--- src/rtl/alu_exec_ctrl_if.sv ---
// Bundle of issue-side request/response signals and the ALU_32 drive/return
// signals used by the multicycle execute sequencer.
interface alu_exec_ctrl_if;
  logic        start;
  logic [4:0]  FS;
  logic [4:0]  SHAMT;
  logic [31:0] S;
  logic [31:0] T;
  logic        ready;
  logic        done;
  logic        div0;
  logic [31:0] alu_S;
  logic [31:0] alu_T;
  logic [4:0]  alu_FS;
  logic [4:0]  alu_SHAMT;
  logic [31:0] alu_Y_hi;
  logic [31:0] alu_Y_lo;
  logic        alu_C;
  logic        alu_V;
  logic        alu_N;
  logic        alu_Z;
  logic [31:0] result;
  logic [31:0] HI;
  logic [31:0] LO;
  logic        C;
  logic        V;
  logic        N;
  logic        Z;

  // Requester plus ALU_32 side of the link.
  modport master (
    output start, FS, SHAMT, S, T,
    output alu_Y_hi, alu_Y_lo, alu_C, alu_V, alu_N, alu_Z,
    input  ready, done, div0, alu_S, alu_T, alu_FS, alu_SHAMT,
    input  result, HI, LO, C, V, N, Z
  );

  // Sequencer side of the link.
  modport slave (
    input  start, FS, SHAMT, S, T,
    input  alu_Y_hi, alu_Y_lo, alu_C, alu_V, alu_N, alu_Z,
    output ready, done, div0, alu_S, alu_T, alu_FS, alu_SHAMT,
    output result, HI, LO, C, V, N, Z
  );
endinterface

--- src/rtl/alu_exec_ctrl.sv ---
// Multicycle execute-stage sequencer: holds registered operands on ALU_32 for
// a per-class latency, then captures HI/LO or result plus flags.
module alu_exec_ctrl #(
  parameter int ALU_LAT = 1,
  parameter int MPY_LAT = 3,
  parameter int DIV_LAT = 6
) (
  input logic          clk,
  input logic          reset,
  alu_exec_ctrl_if.slave bus
);

  localparam logic [4:0] FS_MPY = 5'h1E;
  localparam logic [4:0] FS_DIV = 5'h1F;
  localparam logic [3:0] ALU_CNT = 4'(ALU_LAT - 1);
  localparam logic [3:0] MPY_CNT = 4'(MPY_LAT - 1);
  localparam logic [3:0] DIV_CNT = 4'(DIV_LAT - 1);

  typedef enum logic [1:0] {IDLE, EXEC, DONE} state_t;

  state_t      state, state_next;
  logic [3:0]  count;
  logic        accept;
  logic        div_zero;
  logic        capture;
  logic        long_op;
  logic [3:0]  load_count;

  assign long_op = (bus.alu_FS == FS_MPY) || (bus.alu_FS == FS_DIV);

  always_comb begin
    load_count = ALU_CNT;
    if (bus.FS == FS_MPY)      load_count = MPY_CNT;
    else if (bus.FS == FS_DIV) load_count = DIV_CNT;
  end

  always_ff @(posedge clk) begin
    if (reset) state <= IDLE;
    else       state <= state_next;
  end

  // A divide by zero skips EXEC entirely so the requester learns of it at once.
  always_comb begin
    state_next = state;
    accept     = 1'b0;
    div_zero   = 1'b0;
    capture    = 1'b0;
    case (state)
      IDLE: begin
        if (bus.start) begin
          accept = 1'b1;
          if (bus.FS == FS_DIV && bus.T == 32'd0) begin
            div_zero   = 1'b1;
            state_next = DONE;
          end else begin
            state_next = EXEC;
          end
        end
      end
      EXEC: begin
        if (count == 4'd0) begin
          capture    = 1'b1;
          state_next = DONE;
        end
      end
      DONE:    state_next = IDLE;
      default: state_next = IDLE;
    endcase
  end

  assign bus.ready = (state == IDLE);
  assign bus.done  = (state == DONE);

  always_ff @(posedge clk) begin
    if (reset) begin
      count         <= 4'd0;
      bus.div0      <= 1'b0;
      bus.alu_S     <= 32'd0;
      bus.alu_T     <= 32'd0;
      bus.alu_FS    <= 5'd0;
      bus.alu_SHAMT <= 5'd0;
      bus.result    <= 32'd0;
      bus.HI        <= 32'd0;
      bus.LO        <= 32'd0;
      bus.C         <= 1'b0;
      bus.V         <= 1'b0;
      bus.N         <= 1'b0;
      bus.Z         <= 1'b0;
    end else begin
      if (accept) begin
        bus.alu_S     <= bus.S;
        bus.alu_T     <= bus.T;
        bus.alu_FS    <= bus.FS;
        bus.alu_SHAMT <= bus.SHAMT;
        count         <= load_count;
      end else if (state == EXEC && count != 4'd0) begin
        count <= count - 4'd1;
      end

      if (div_zero)           bus.div0 <= 1'b1;
      else if (state == DONE) bus.div0 <= 1'b0;

      // The ALU leaves carry undefined for multiply/divide, so force C/V low.
      if (capture) begin
        if (long_op) begin
          bus.HI <= bus.alu_Y_hi;
          bus.LO <= bus.alu_Y_lo;
          bus.C  <= 1'b0;
          bus.V  <= 1'b0;
        end else begin
          bus.result <= bus.alu_Y_lo;
          bus.C      <= bus.alu_C;
          bus.V      <= bus.alu_V;
        end
        bus.N <= bus.alu_N;
        bus.Z <= bus.alu_Z;
      end
    end
  end

endmodule

--- src/flat_wrapper.sv ---
// flat-port wrapper written by rule: the top's interface ports become plain ports
module alu_exec_ctrl_flat 
#(
  parameter int ALU_LAT = 1,
  parameter int MPY_LAT = 3,
  parameter int DIV_LAT = 6
)
  (clk, reset, bus_start, bus_FS, bus_SHAMT, bus_S, bus_T, bus_alu_Y_hi, bus_alu_Y_lo, bus_alu_C, bus_alu_V, bus_alu_N, bus_alu_Z, bus_ready, bus_done, bus_div0, bus_alu_S, bus_alu_T, bus_alu_FS, bus_alu_SHAMT, bus_result, bus_HI, bus_LO, bus_C, bus_V, bus_N, bus_Z);
  alu_exec_ctrl_if bus_i ();
  input logic clk;
  input logic reset;
  input wire logic [$bits(bus_i.start)-1:0] bus_start;
  input wire logic [$bits(bus_i.FS)-1:0] bus_FS;
  input wire logic [$bits(bus_i.SHAMT)-1:0] bus_SHAMT;
  input wire logic [$bits(bus_i.S)-1:0] bus_S;
  input wire logic [$bits(bus_i.T)-1:0] bus_T;
  input wire logic [$bits(bus_i.alu_Y_hi)-1:0] bus_alu_Y_hi;
  input wire logic [$bits(bus_i.alu_Y_lo)-1:0] bus_alu_Y_lo;
  input wire logic [$bits(bus_i.alu_C)-1:0] bus_alu_C;
  input wire logic [$bits(bus_i.alu_V)-1:0] bus_alu_V;
  input wire logic [$bits(bus_i.alu_N)-1:0] bus_alu_N;
  input wire logic [$bits(bus_i.alu_Z)-1:0] bus_alu_Z;
  output wire logic [$bits(bus_i.ready)-1:0] bus_ready;
  output wire logic [$bits(bus_i.done)-1:0] bus_done;
  output wire logic [$bits(bus_i.div0)-1:0] bus_div0;
  output wire logic [$bits(bus_i.alu_S)-1:0] bus_alu_S;
  output wire logic [$bits(bus_i.alu_T)-1:0] bus_alu_T;
  output wire logic [$bits(bus_i.alu_FS)-1:0] bus_alu_FS;
  output wire logic [$bits(bus_i.alu_SHAMT)-1:0] bus_alu_SHAMT;
  output wire logic [$bits(bus_i.result)-1:0] bus_result;
  output wire logic [$bits(bus_i.HI)-1:0] bus_HI;
  output wire logic [$bits(bus_i.LO)-1:0] bus_LO;
  output wire logic [$bits(bus_i.C)-1:0] bus_C;
  output wire logic [$bits(bus_i.V)-1:0] bus_V;
  output wire logic [$bits(bus_i.N)-1:0] bus_N;
  output wire logic [$bits(bus_i.Z)-1:0] bus_Z;
  assign bus_i.start = bus_start;
  assign bus_i.FS = bus_FS;
  assign bus_i.SHAMT = bus_SHAMT;
  assign bus_i.S = bus_S;
  assign bus_i.T = bus_T;
  assign bus_i.alu_Y_hi = bus_alu_Y_hi;
  assign bus_i.alu_Y_lo = bus_alu_Y_lo;
  assign bus_i.alu_C = bus_alu_C;
  assign bus_i.alu_V = bus_alu_V;
  assign bus_i.alu_N = bus_alu_N;
  assign bus_i.alu_Z = bus_alu_Z;
  assign bus_ready = bus_i.ready;
  assign bus_done = bus_i.done;
  assign bus_div0 = bus_i.div0;
  assign bus_alu_S = bus_i.alu_S;
  assign bus_alu_T = bus_i.alu_T;
  assign bus_alu_FS = bus_i.alu_FS;
  assign bus_alu_SHAMT = bus_i.alu_SHAMT;
  assign bus_result = bus_i.result;
  assign bus_HI = bus_i.HI;
  assign bus_LO = bus_i.LO;
  assign bus_C = bus_i.C;
  assign bus_V = bus_i.V;
  assign bus_N = bus_i.N;
  assign bus_Z = bus_i.Z;
  alu_exec_ctrl #(.ALU_LAT(ALU_LAT), .MPY_LAT(MPY_LAT), .DIV_LAT(DIV_LAT)) u_core (.clk(clk), .reset(reset), .bus(bus_i));
endmodule
--- config.mk ---
export PLATFORM = sky130hd
export DESIGN_NAME = alu_exec_ctrl_flat
export DESIGN_NICKNAME = d
export VERILOG_FILES = /design/src/rtl/alu_exec_ctrl_if.sv /design/src/rtl/alu_exec_ctrl.sv /design/src/flat_wrapper.sv
export SDC_FILE = /design/constraint.sdc
export NUM_CORES = 1
export LEC_CHECK = 0
export ABC_AREA = 1
export ABC_CLOCK_PERIOD_IN_PS = 2360
export BUFFER_PORTS_ARGS = -buffer_cell sky130_fd_sc_hd__buf_4
export CAP_MARGIN = 25
export CORE_AREA = 2 2 166 87
export DETAILED_ROUTE_END_ITERATION = 10
export DIE_AREA = 0 0 168 89
export GPL_ROUTABILITY_DRIVEN = 0
export GPL_TIMING_DRIVEN = 0
export HOLD_SLACK_MARGIN = 0.1
export PLACE_DENSITY = 0.92
export SYNTH_ARGS = -nofsm -noshare
export SYNTH_HDL_FRONTEND = slang
export SYNTH_SLANG_ARGS = --single-unit
--- constraint.sdc ---
create_clock -name clk -period 2.36 [get_ports clk]
set_input_delay 0.118 -clock clk [delete_from_list [all_inputs] [get_ports clk]]
set_output_delay 0.118 -clock clk [all_outputs]
set_load 0.02 [all_outputs]
==> out/summary.txt <==
combinational power share - 20.9%
Pint - 5.74 mW
xor-xnor portion of the synthesized cell area - 0.135%
DR pass1 iterations - 6
top_reg_cell synth - dfxtp_1
Worst Path Max Fanout - 7
IO Port Bufs - 321
CTS tree - built
DR DRC count - 0
Seq/Total Area, Yosys - 55.7%
P_leak - 5.09 nW
I/O Pins - 322
actual transition at the worst max-transition pin - 694 ps
Worst VDD drop - 519 µV
Hold Crit Class - reg2reg
Max Cap Viol - 0
worst hold path stage count - 2
Synth Area in Adders - 0.192%
Crit path arrival time - 2510 ps
Pwr Density - 719 nW/µm²
Syn Inst Count - 847
post-synthesis cell area - 6500 µm²
Final Hold Fails - 0
initial antenna violation count - 2
min-delay src - u_core.bus.div0
Slew HR - 53.8%
main combinational cell family by area after synthesis - simple AND/OR/NAND/NOR gates
top cells by area, synth - dfxtp_1 56%, nor2_1 21%, o21ai_0 8.9%
final WL - 27.4 mm
CP Class - reg2reg
max frequency - 0.461 GHz
Synth top cells by count - 369 x nor2_1, 181 x dfxtp_1, 116 x o21ai_0, 60 x o21ai_1, 29 x nand2_1
CTS H-tree lvls - 4
switching share of power - 28.7%
initial core utilization - 48.8%
CORE AREA - 13300 µm²
Required @ worst endpoint - 2710 ps
FP Rows - 30
FFs w/ async S/R, synth - 0%
total setup buffers inserted after CTS - 0
min Tclk post-route - 2170 ps
share of layout cells above drive strength 1 - 28.8%
post-synthesis register bit count - 181
post-CTS sizing - 0
most frequent cell after synthesis - nor2_1
nets - 1477
number of global-route vias before repair - 8402
Unique masters post-synth - 24
Die Footprint - 15000 µm²
Setup TNS Final - 0 ps
Final Skew - 11.1 ps
clock buffer depth - 2
fin. max-slew vios - 0
Fillers - 696
Final setup viols - 0
via count - 8182
Setup WS pre-CTS - 666 ps
first-pass GRT wire length - 41.6 mm
Mapped Avg Cell Area - 7.68 µm²
number of flops mapped to enable cells by yosys - 0
HPWL after DPL - 16.5 mm
Area Growth Syn to Fin - 72.1%
Synth top area share - 55.7%
reg-to-reg critical path endpoint - u_core.bus.C
GRT Overall Usage - 35.5%
area leader, netlist - dfxtp_1
R2R Path Start - u_core.count[0]
WHS Endpoint - u_core.bus.div0
Final WS setup - 193 ps
Clock power frac - 36.8%
Critical Path End Type - flip-flop
Worst-Skew Late Latency - 410 ps
post-route ant nets - 0
fin crit share - 91.8%
WL per Instance - 18.0 µm
die height - 89 µm
CTS clk-pin slew, worst paths - 70 ps
R2R setup slack - 190 ps
grt total ovfl - 0
Via density - 5.38
status - complete, no violations
total CTS buffers - 17
RSZ-0062 raised after global routing - false
Synth Area in Compound Gates - 14.4%
Synthesized Nets - 993
Yosys warning total - 0
Synth Area in Simple Gates - 24.0%
Die W - 168 µm
total power - 8.04 mW
Clock Sink Count - 181
share of power burned in registers - 42.3%
switching power - 2.31 mW
mux cell area share after synthesis - 0%
Root Driver - clkbuf_16
FF-to-FF path depth - 9
initial DRC count - 635
largest net degree at the start of global routing - 17
crit start category - flip-flop
[power groups by stage]
stage / combinational [mW] / clock [mW] / sequential [mW]
final: 1.68 / 2.96 / 3.40
after detailed placement: 1.40 / 0 / 3.45
after CTS: 1.60 / 2.95 / 3.38
after global routing: 1.79 / 3.10 / 3.41
after global placement: 1.36 / 0 / 3.44
after floorplan: 0.485 / 0 / 3.68
[layout by cell type (no fill, tap or decap), types with 4 or more instances in the layout]
cell type        n
nand2_1         29
clkinv_4         4
buf_4          332
o21ai_1         60
clkbuf_1        28
inv_1           11
dfxtp_1        181
inv_2            4
buf_2            9
a21oi_1          7
o21ai_0        116
buf_6            6
dlygate4sd3_1  144
nor2_1         369
clkbuf_16       17
[metrics by stage]
stage	std cells	utilization [%]	hold WS, ps	instance area, µm²
2_1_floorplan	847	-	187	6500
3_3_place_gp	1344	68.5	346	9130
3_5_place_dp	1344	68.5	351	9130
4_1_cts	1520	83.9	473	11200
5_1_grt	1521	84.0	500	11200
6_report	1521	84.0	479	11200
[layout make-up]
type | instances | area, µm² | share of cell area, %
diodes | 1 | 2.50 | 0.0224
plain buffers | 54 | 300 | 2.68
clock buffers | 18 | 439 | 3.93
clock inverters | 14 | 174 | 1.55
inverters | 15 | 56.3 | 0.503
multi-input cells | 597 | 2520 | 22.5
flip-flops and latches | 181 | 3620 | 32.4
well taps | 176 | 220 | 1.97
repair buffers | 465 | 3850 | 34.4
[critical path, cell delays in order (launching register included)]
cell,delay (ps)
dfxtp_1,300
inv_1,100
ha_1,220
nand3_1,160
nor2_4,190
nand2_2,140
inv_2,160
nand2_1,80
a21oi_1,180
dlygate4sd3_1,570
[state kept, by name, summed over array words and instances (netlist names), 2 cells and up]
name                  flops
u_core.state              2
u_core.bus.HI            32
u_core.bus.LO            32
u_core.bus.alu_FS         5
u_core.bus.alu_SHAMT      5
u_core.bus.result        32
u_core.count              4
u_core.bus.alu_T         32
u_core.bus.alu_S         32
[metal layers]
metal,global-route usage (%),up-vias,wire (µm)
met3,9.38,193,2080
met5,0,-,0
met2,63.7,529,13700
met4,27.7,0,2030
met1,36.8,3796,9540
li1,-,3664,-
[worst max-delay path by stage]
stage	startpoint	end	slack (ps)	cells after the start
detailed placement	u_core.count[0]	u_core.bus.result[30]	670	8
CTS	u_core.count[0]	u_core.bus.C	370	9
global placement	u_core.count[0]	u_core.bus.LO[31]	700	9
global route	u_core.count[0]	u_core.bus.C	100	9
finish	u_core.count[0]	u_core.bus.C	190	9
floorplan	u_core.state[1]	u_core.bus.alu_S[30]	870	6
[cell families after synthesis]
logic type / count (synthesis)
AND/OR/NAND/NOR: 409
AO/OA/AOI/OAI: 186
flip-flops: 181
buffers and inverters: 69
XOR/XNOR: 1
adder cells (fa/ha/maj): 1
[timing repair]
action / 4_1_cts / 5_1_grt
hold buffers: 144 / 0
setup endpoints to repair: 0 / 0
endpoints found under the hold margin: 179 / 0
Power figures use the tool's default switching activity.
